## src/rtl/charlie_frame_ctrl.sv

```systemverilog
// charlie_frame_ctrl: double-buffered 8x8 frame controller for the charlieplex
// scan driver. The writer fills a back buffer row by row and commits it. The
// front buffer is replaced only on a scan boundary, and only after the current
// frame has been shown for at least the committed hold count.
// Optional build macro: CHARLIE_CTRL_CLEAR_EN clears the back buffer on swap.
module charlie_frame_ctrl #(
  parameter int DONE_INDEX = 63,
  parameter int HOLD_W     = 4
) (
  input  logic              clk,
  input  logic              rst,
  input  logic              wr_valid,
  output logic              wr_ready,
  input  logic [2:0]        wr_row,
  input  logic [7:0]        wr_data,
  input  logic              commit_valid,
  output logic              commit_ready,
  input  logic [HOLD_W-1:0] hold,
  input  logic              scan_done,
  output logic [63:0]       frame_buffer,
  output logic [5:0]        frame_done_index,
  output logic              swap_pulse,
  output logic [7:0]        frame_count
);

  typedef enum logic {FILL, PENDING} state_t;

  state_t            state, state_nxt;
  logic [63:0]       back, front;
  logic [HOLD_W-1:0] shown_cnt, hold_q;
  logic [HOLD_W:0]   shown_inc, hold_eff;
  logic              wr_fire, commit_fire, swap;

  // One extra bit so the saturated count plus one cannot wrap in the compare;
  // a zero hold is treated as a single scan.
  assign shown_inc   = {1'b0, shown_cnt} + {{HOLD_W{1'b0}}, 1'b1};
  assign hold_eff    = (hold_q == '0) ? {{HOLD_W{1'b0}}, 1'b1} : {1'b0, hold_q};
  assign wr_fire     = wr_valid & wr_ready;
  assign commit_fire = commit_valid & commit_ready;

  assign frame_buffer     = front;
  assign frame_done_index = 6'(DONE_INDEX);

  // State register.
  always_ff @(posedge clk or posedge rst) begin
    if (rst) state <= FILL;
    else     state <= state_nxt;
  end

  // Next state, handshake readies and swap decision.
  always_comb begin
    state_nxt    = state;
    wr_ready     = 1'b0;
    commit_ready = 1'b0;
    swap         = 1'b0;
    case (state)
      FILL: begin
        wr_ready     = 1'b1;
        commit_ready = 1'b1;
        if (commit_valid) state_nxt = PENDING;
      end
      PENDING: begin
        if (scan_done && (shown_inc >= hold_eff)) begin
          swap      = 1'b1;
          state_nxt = FILL;
        end
      end
      default: state_nxt = FILL;
    endcase
  end

  // Back buffer: row writes in FILL; optionally blanked when it is displayed.
  always_ff @(posedge clk or posedge rst) begin
    if (rst) begin
      back <= '0;
`ifdef CHARLIE_CTRL_CLEAR_EN
    end else if (swap) begin
      back <= '0;
`else
`endif
    end else if (wr_fire) begin
      back[{wr_row, 3'b000} +: 8] <= wr_data;
    end
  end

  // Hold count latched when the commit is accepted.
  always_ff @(posedge clk or posedge rst) begin
    if (rst)              hold_q <= '0;
    else if (commit_fire) hold_q <= hold;
  end

  // Scans shown since the last swap; saturates so long idles still qualify.
  always_ff @(posedge clk or posedge rst) begin
    if (rst)                                   shown_cnt <= '0;
    else if (swap)                             shown_cnt <= '0;
    else if (scan_done && (shown_cnt != '1))   shown_cnt <= shown_cnt + 1'b1;
  end

  // Front buffer, swap strobe and frame counter update on the swap edge.
  always_ff @(posedge clk or posedge rst) begin
    if (rst) begin
      front       <= '0;
      swap_pulse  <= 1'b0;
      frame_count <= '0;
    end else begin
      swap_pulse <= swap;
      if (swap) begin
        front       <= back;
        frame_count <= frame_count + 8'd1;
      end
    end
  end

endmodule

```

## config.mk

```make
export PLATFORM = sky130hd
export DESIGN_NAME = charlie_frame_ctrl
export DESIGN_NICKNAME = d
export VERILOG_FILES = /design/src/rtl/charlie_frame_ctrl.sv
export SDC_FILE = /design/constraint.sdc
export NUM_CORES = 1
export LEC_CHECK = 0
export ABC_CLOCK_PERIOD_IN_PS = 4900
export CAP_MARGIN = 30
export CORE_MARGIN = 5
export CORE_UTILIZATION = 48
export CTS_BUF_LIST = sky130_fd_sc_hd__clkbuf_16
export DETAILED_ROUTE_END_ITERATION = 8
export PLACE_DENSITY = 0.76
export SYNTH_ARGS = -nofsm -noshare
export SYNTH_HDL_FRONTEND = slang
export SYNTH_SLANG_ARGS = --single-unit
```

## constraint.sdc

```tcl
create_clock -name clk -period 4.9 [get_ports clk]
set_input_delay 0.98 -clock clk [delete_from_list [all_inputs] [get_ports clk]]
set_output_delay 0.98 -clock clk [all_outputs]
set_load 0.01 [all_outputs]
```

### Word-level counts from Yosys, hierarchy flattened

Index checks and enable logic that the tools add are counted.

| operators by class | value |
|---|---|
| order comparisons | 1 |
| reductions and logical operators | 4 |
| bitwise logic cells | 3 |
| shifts and indexed selects | 2 |
| muxes and demuxes | 10 |
| add/subtract/negate cells | 4 |
| equal/unequal tests | 1 |

Operators by type and width:

| cell | count |
|---|---|
| bitwise mux 64 bit | 1 |
| variable shift 8 x 8 -> 64 bit, first input constant | 1 |
| indexed part select 8 x 8 -> 64 bit | 1 |
| two-way mux 4 bit | 3 |
| adder 8 x 1 -> 8 bit, second input constant | 1 |
| negator 6 -> 8 bit | 1 |
| adder 4 x 1 -> 5 bit, second input constant | 1 |
| >= comparator 5 x 4 -> 1 bit | 1 |
| two-way mux 1 bit | 5 |
| adder 4 x 1 -> 4 bit, second input constant | 1 |
| logical NOT 4 bit | 1 |
| inequality test 4 bit, second input constant | 1 |
| AND 1 bit | 2 |
| logical AND 1 bit | 2 |
| one-hot mux 1 bit (2 select lines) | 1 |
| nonzero test 2 bit | 1 |
| NOT 1 bit | 1 |

| word-level totals | value |
|---|---|
| flip-flop bits (word level) | 146 |
| word-level logic and storage cells | 32 |
| input port bits | 20 |

### Depth between registers and ports, before layout

| depth | value |
|---|---|
| word-level depth | 7 |
| gate-level depth with buffers | 9 |

### Worst setup path after synthesis

No wires, ideal clock.

| timing | value |
|---|---|
| path type | input to register |
| start point | in wr_row[0] |
| end point | reg back[32] |
| setup time | 0.125 ns |
| setup slack | 2.079 ns |
| path buffers | 1 |
| stages on the path | 7 |
| required time | 4.775 ns |
| data arrival time | 2.697 ns |
| cells stage by stage | inv_1 > ha_1 > ha_1 > clkbuf_1 > nand3_2 > nor4_4 > mux2_2 |

| on the way | value |
|---|---|
| word-level cells in the longest chain between the ends | 3 |

Ends and longest elaborated chain:

| element | line | text |
|---|---|---|
| from (decl) | 14 | `input logic [2:0] wr_row,` |
| negator 6 -> 8 bit * | 82 | `back[{wr_row, 3'b000} +: 8] <= wr_data;` |
| indexed part select 8 x 8 -> 64 bit or variable shift 8 x 8 -> 64 bit (tied branches) | 82 |  |
| bitwise mux 64 bit * | 82 |  |
| to (signal, indexed assignment) | 82 |  |
| to (decl) | 29 | `logic [63:0] back, front;` |

Mark *: on every way between the ends. The rest lies on a longest branch, timed or not.
A chain may end at the register's enable or synchronous reset.

### Worst setup path after layout

| timing | value |
|---|---|
| start point | in wr_row[0] |
| end point | reg back[8] |

Same word-level chain as after synthesis.

==> flow_summary.yaml <==
sta:
  skew_ns: 0.00647
  worst_pin_slew_ns: 0.869
  setup_violations: 0
  rsz0062_at_grt: "false"
  min_period_over_period_pct: 73.5
  fmax_mhz: 278
  max_slew_margin_pct: 42.1
  tns_ns: 0
  fin_crit_ns: 3.60
  postLayoutSetupSlackWorst_ns: 1.30
  hold_viol_final: 0
  hold_slack_ns: 0.465
  drv_slew: 0
cts:
  cts_resized: 0
  numCtsBuffers: 17
  postCtsHoldBufs: 0
  path_clk_slew_ns: 0.06
  cts_max_level: 4
  postCtsSetupBuffers: 0
  clockBufferDepth: 2
  cts_tree: "yes"
  clock_sinks: 146
  root_buffer: "clkbuf_16"
  clk_latency_ns: 0.41
global_route:
  overflow: 0
  grt_max_degree: 147
  grt-busiest-layer: "met2"
  grt_pass1_vias: 3859
  grt_use_met3_pct: 6.92
  gr-usage-met1_pct: 24.4
  grt_usage_pct: 18.2
  grt_pass1_wl_um: 20500
  antenna_found_initial: 0
  met2_usage_pct: 26.9
synth:
  synth.area.top_cells: "dfrtp_1, mux2_2, o21ai_0"
  yosysMostFrequentCell: "dfrtp_1"
  synth_flop_cell: "dfrtp_1"
  synth_edf_count: 0
  synth.avg_cell_area_um2: 13.4
  synth_top_cell_area_share_pct: 62.3
  syn-cell-area_um2: 5860
  yosysSeqAreaShare_pct: 62.3
  synth_cell_types: 33
  async_flop_share_pct: 100
  synth_warnings: 0
  synth-seq-cells: 146
  post-synth-top-area-cell: "dfrtp_1"
  synth_common_cells: "dfrtp_1, mux2_2, nand2_1, o21ai_0, inv_1"
  synthCells: 438
worst_hold_path:
  hold_start: "frame_count[7]"
  hold_class: "register to register"
  min_to: "frame_count[7]"
  holdPathStages: 1
routing:
  dr.pass1.iters: 5
  vias: 3672
  vias_per_cell: 5.29
  ant_nets: 0
  wl_um: 12400
  wl_per_cell_um: 17.9
  drc: 0
  drtIter0Drc: 270
power_and_ir_drop:
  p_leak_nw: 3.51
  powerDensity_nw_per_um2: 643
  ir_worst_vdd_v: 0.000386
placement:
  routabilityCongestion: 0.815
  numPortBuffers: 94
  dp_hpwl_um: 8170
  placed_cell_area_um2: 6940
  pre_cts_ws_ns: 0.893
worst_setup_path:
  crit_fanout: 20
  path_cells: "clkdlybuf4s50_1 > inv_1 > ha_1 > ha_1 > and3_1 > nand4b_1 > mux2_2"
  crit_slowest_cell: "ha_1"
  cpMostUsedCell: "ha_1"
  crit_path_end_kind: "register"
  path_class: "input pin to register"
  critical-path-max-stage-delay_ns: 0.66
  critPathLaunch: "wr_row[0]"
  worstReg2RegEnd: "frame_buffer[23]"
  r2r_cells: 8
  r2r_start: "shown_cnt[0]"
  rrSetupSlack_ns: 1.77
  cp-start-kind: "input pin"
  worstPathArrival_ns: 3.89
  required_ns: 5.19
floorplanning:
  fp.dieW_um: 121
  dieArea_um2: 14500
  fp.coreArea_um2: 12000
  initial_core_util_pct: 48.8
  die-height_um: 121
  num_io_pins: 101
  fp-row-count: 40
layout:
  final_nets: 563
  final_layout_size_suffix_gt1_share_pct: 25.0
  fin_util_pct: 62.4
  area_growth_pct: 27.9
  fill_cells: 938
  final_area_um2: 7500
  num_antenna_cells: 0
status:
  outcome: "finished, final reports clean"
flow_run:
  maxCapViolCount: 0
-- through the flow --
| stage | instances | total power, mW |
|---|---|---|
| final | 694 | 4.82 |
| after global routing | 694 | 5.13 |
| after CTS | 694 | 4.89 |
| after detailed placement | 663 | 3.62 |
| after global placement | 663 | 3.54 |
| after floorplan | 443 | 2.88 |
-- how the worst max path moves through the flow --
stage                          end  depth (start not counted)  slack (ns)
after detailed placement  back[31]                          7        0.89
after global routing      back[31]                          7        1.12
after global placement     back[7]                          7        1.04
after floorplan           back[32]                          7        2.08
after CTS                 back[62]                          7        1.33
final                      back[8]                          7        1.30
-- layout make-up --
class                           count  area [um^2]  area share (%)
Timing Repair Buffer               96          981            13.1
Multi-Input combinational cell    255         2040            27.2
Clock inverter                     14          139            1.85
Tap cell                          147          184            2.45
Inverter                           19         75.1            1.00
Sequential cell                   146         3650            48.7
Clock buffer                       17          425            5.67
-- registers in the layout, summed over array words and instances, names as in the netlist --
register and flops:
swap_pulse 1, frame_buffer 64, shown_cnt 4, hold_q 4
state 1, frame_count 8, back 64
-- where the power goes --
group,switching (mW),internal [mW]
registers,0.262,1.65
clock network,0.490,0.744
logic,0.748,0.926
total,1.50,3.32
-- per-layer routing --
| layer | vias up | share of wire [%] |
|---|---|---|
| met5 | - | 0 |
| met4 | 0 | 1.4 |
| met3 | 14 | 6.4 |
| met2 | 114 | 47 |
| met1 | 1855 | 45 |
| li1 | 1689 | - |
-- critical path: cells and delay by family --
kind	cells	cell delay [ns]
adders and majority gates	2	0.90
buffers and inverters	2	0.83
and+or+nand+nor	2	0.71
muxes	1	0.47
-- cells by family (layout without fill, tap and decap cells) --
logic type	count (synthesis)	after routing	share of synthesized area, %
flops	146	146	62.3
mux	98	98	18.8
simple gates	90	90	8.22
compound gates	42	42	3.86
buf+inv	42	146	3.37
xor+xnor	11	11	1.64
fa+ha+maj	8	8	1.71
other cells	1	6	0.0640
-- cell usage in the layout (no fill, tap or decap), types with 2 or more instances in the layout --
cell             Yosys  routed
conb_1               1       6
buf_12               0       2
nor4_4               2       2
nor2_1              11      11
o21ai_0             36      36
nor3_1               3       3
a21oi_1              3       3
xor2_1               7       7
inv_6                0       4
clkinv_1             0       2
clkinv_2             0       2
inv_1               18      18
mux2_2              98      98
xnor2_1              4       4
nand3_1             14      14
ha_1                 8       8
nor2b_1              3       3
dfrtp_1            146     146
bufinv_16            0       2
clkinvlp_4           0       4
nand4b_1             3       3
clkbuf_16            0      17
clkdlybuf4s50_1      0      94
nand4_1              2       2
nand2_1             43      43
Note: power is estimated with default switching activity, not from simulation.
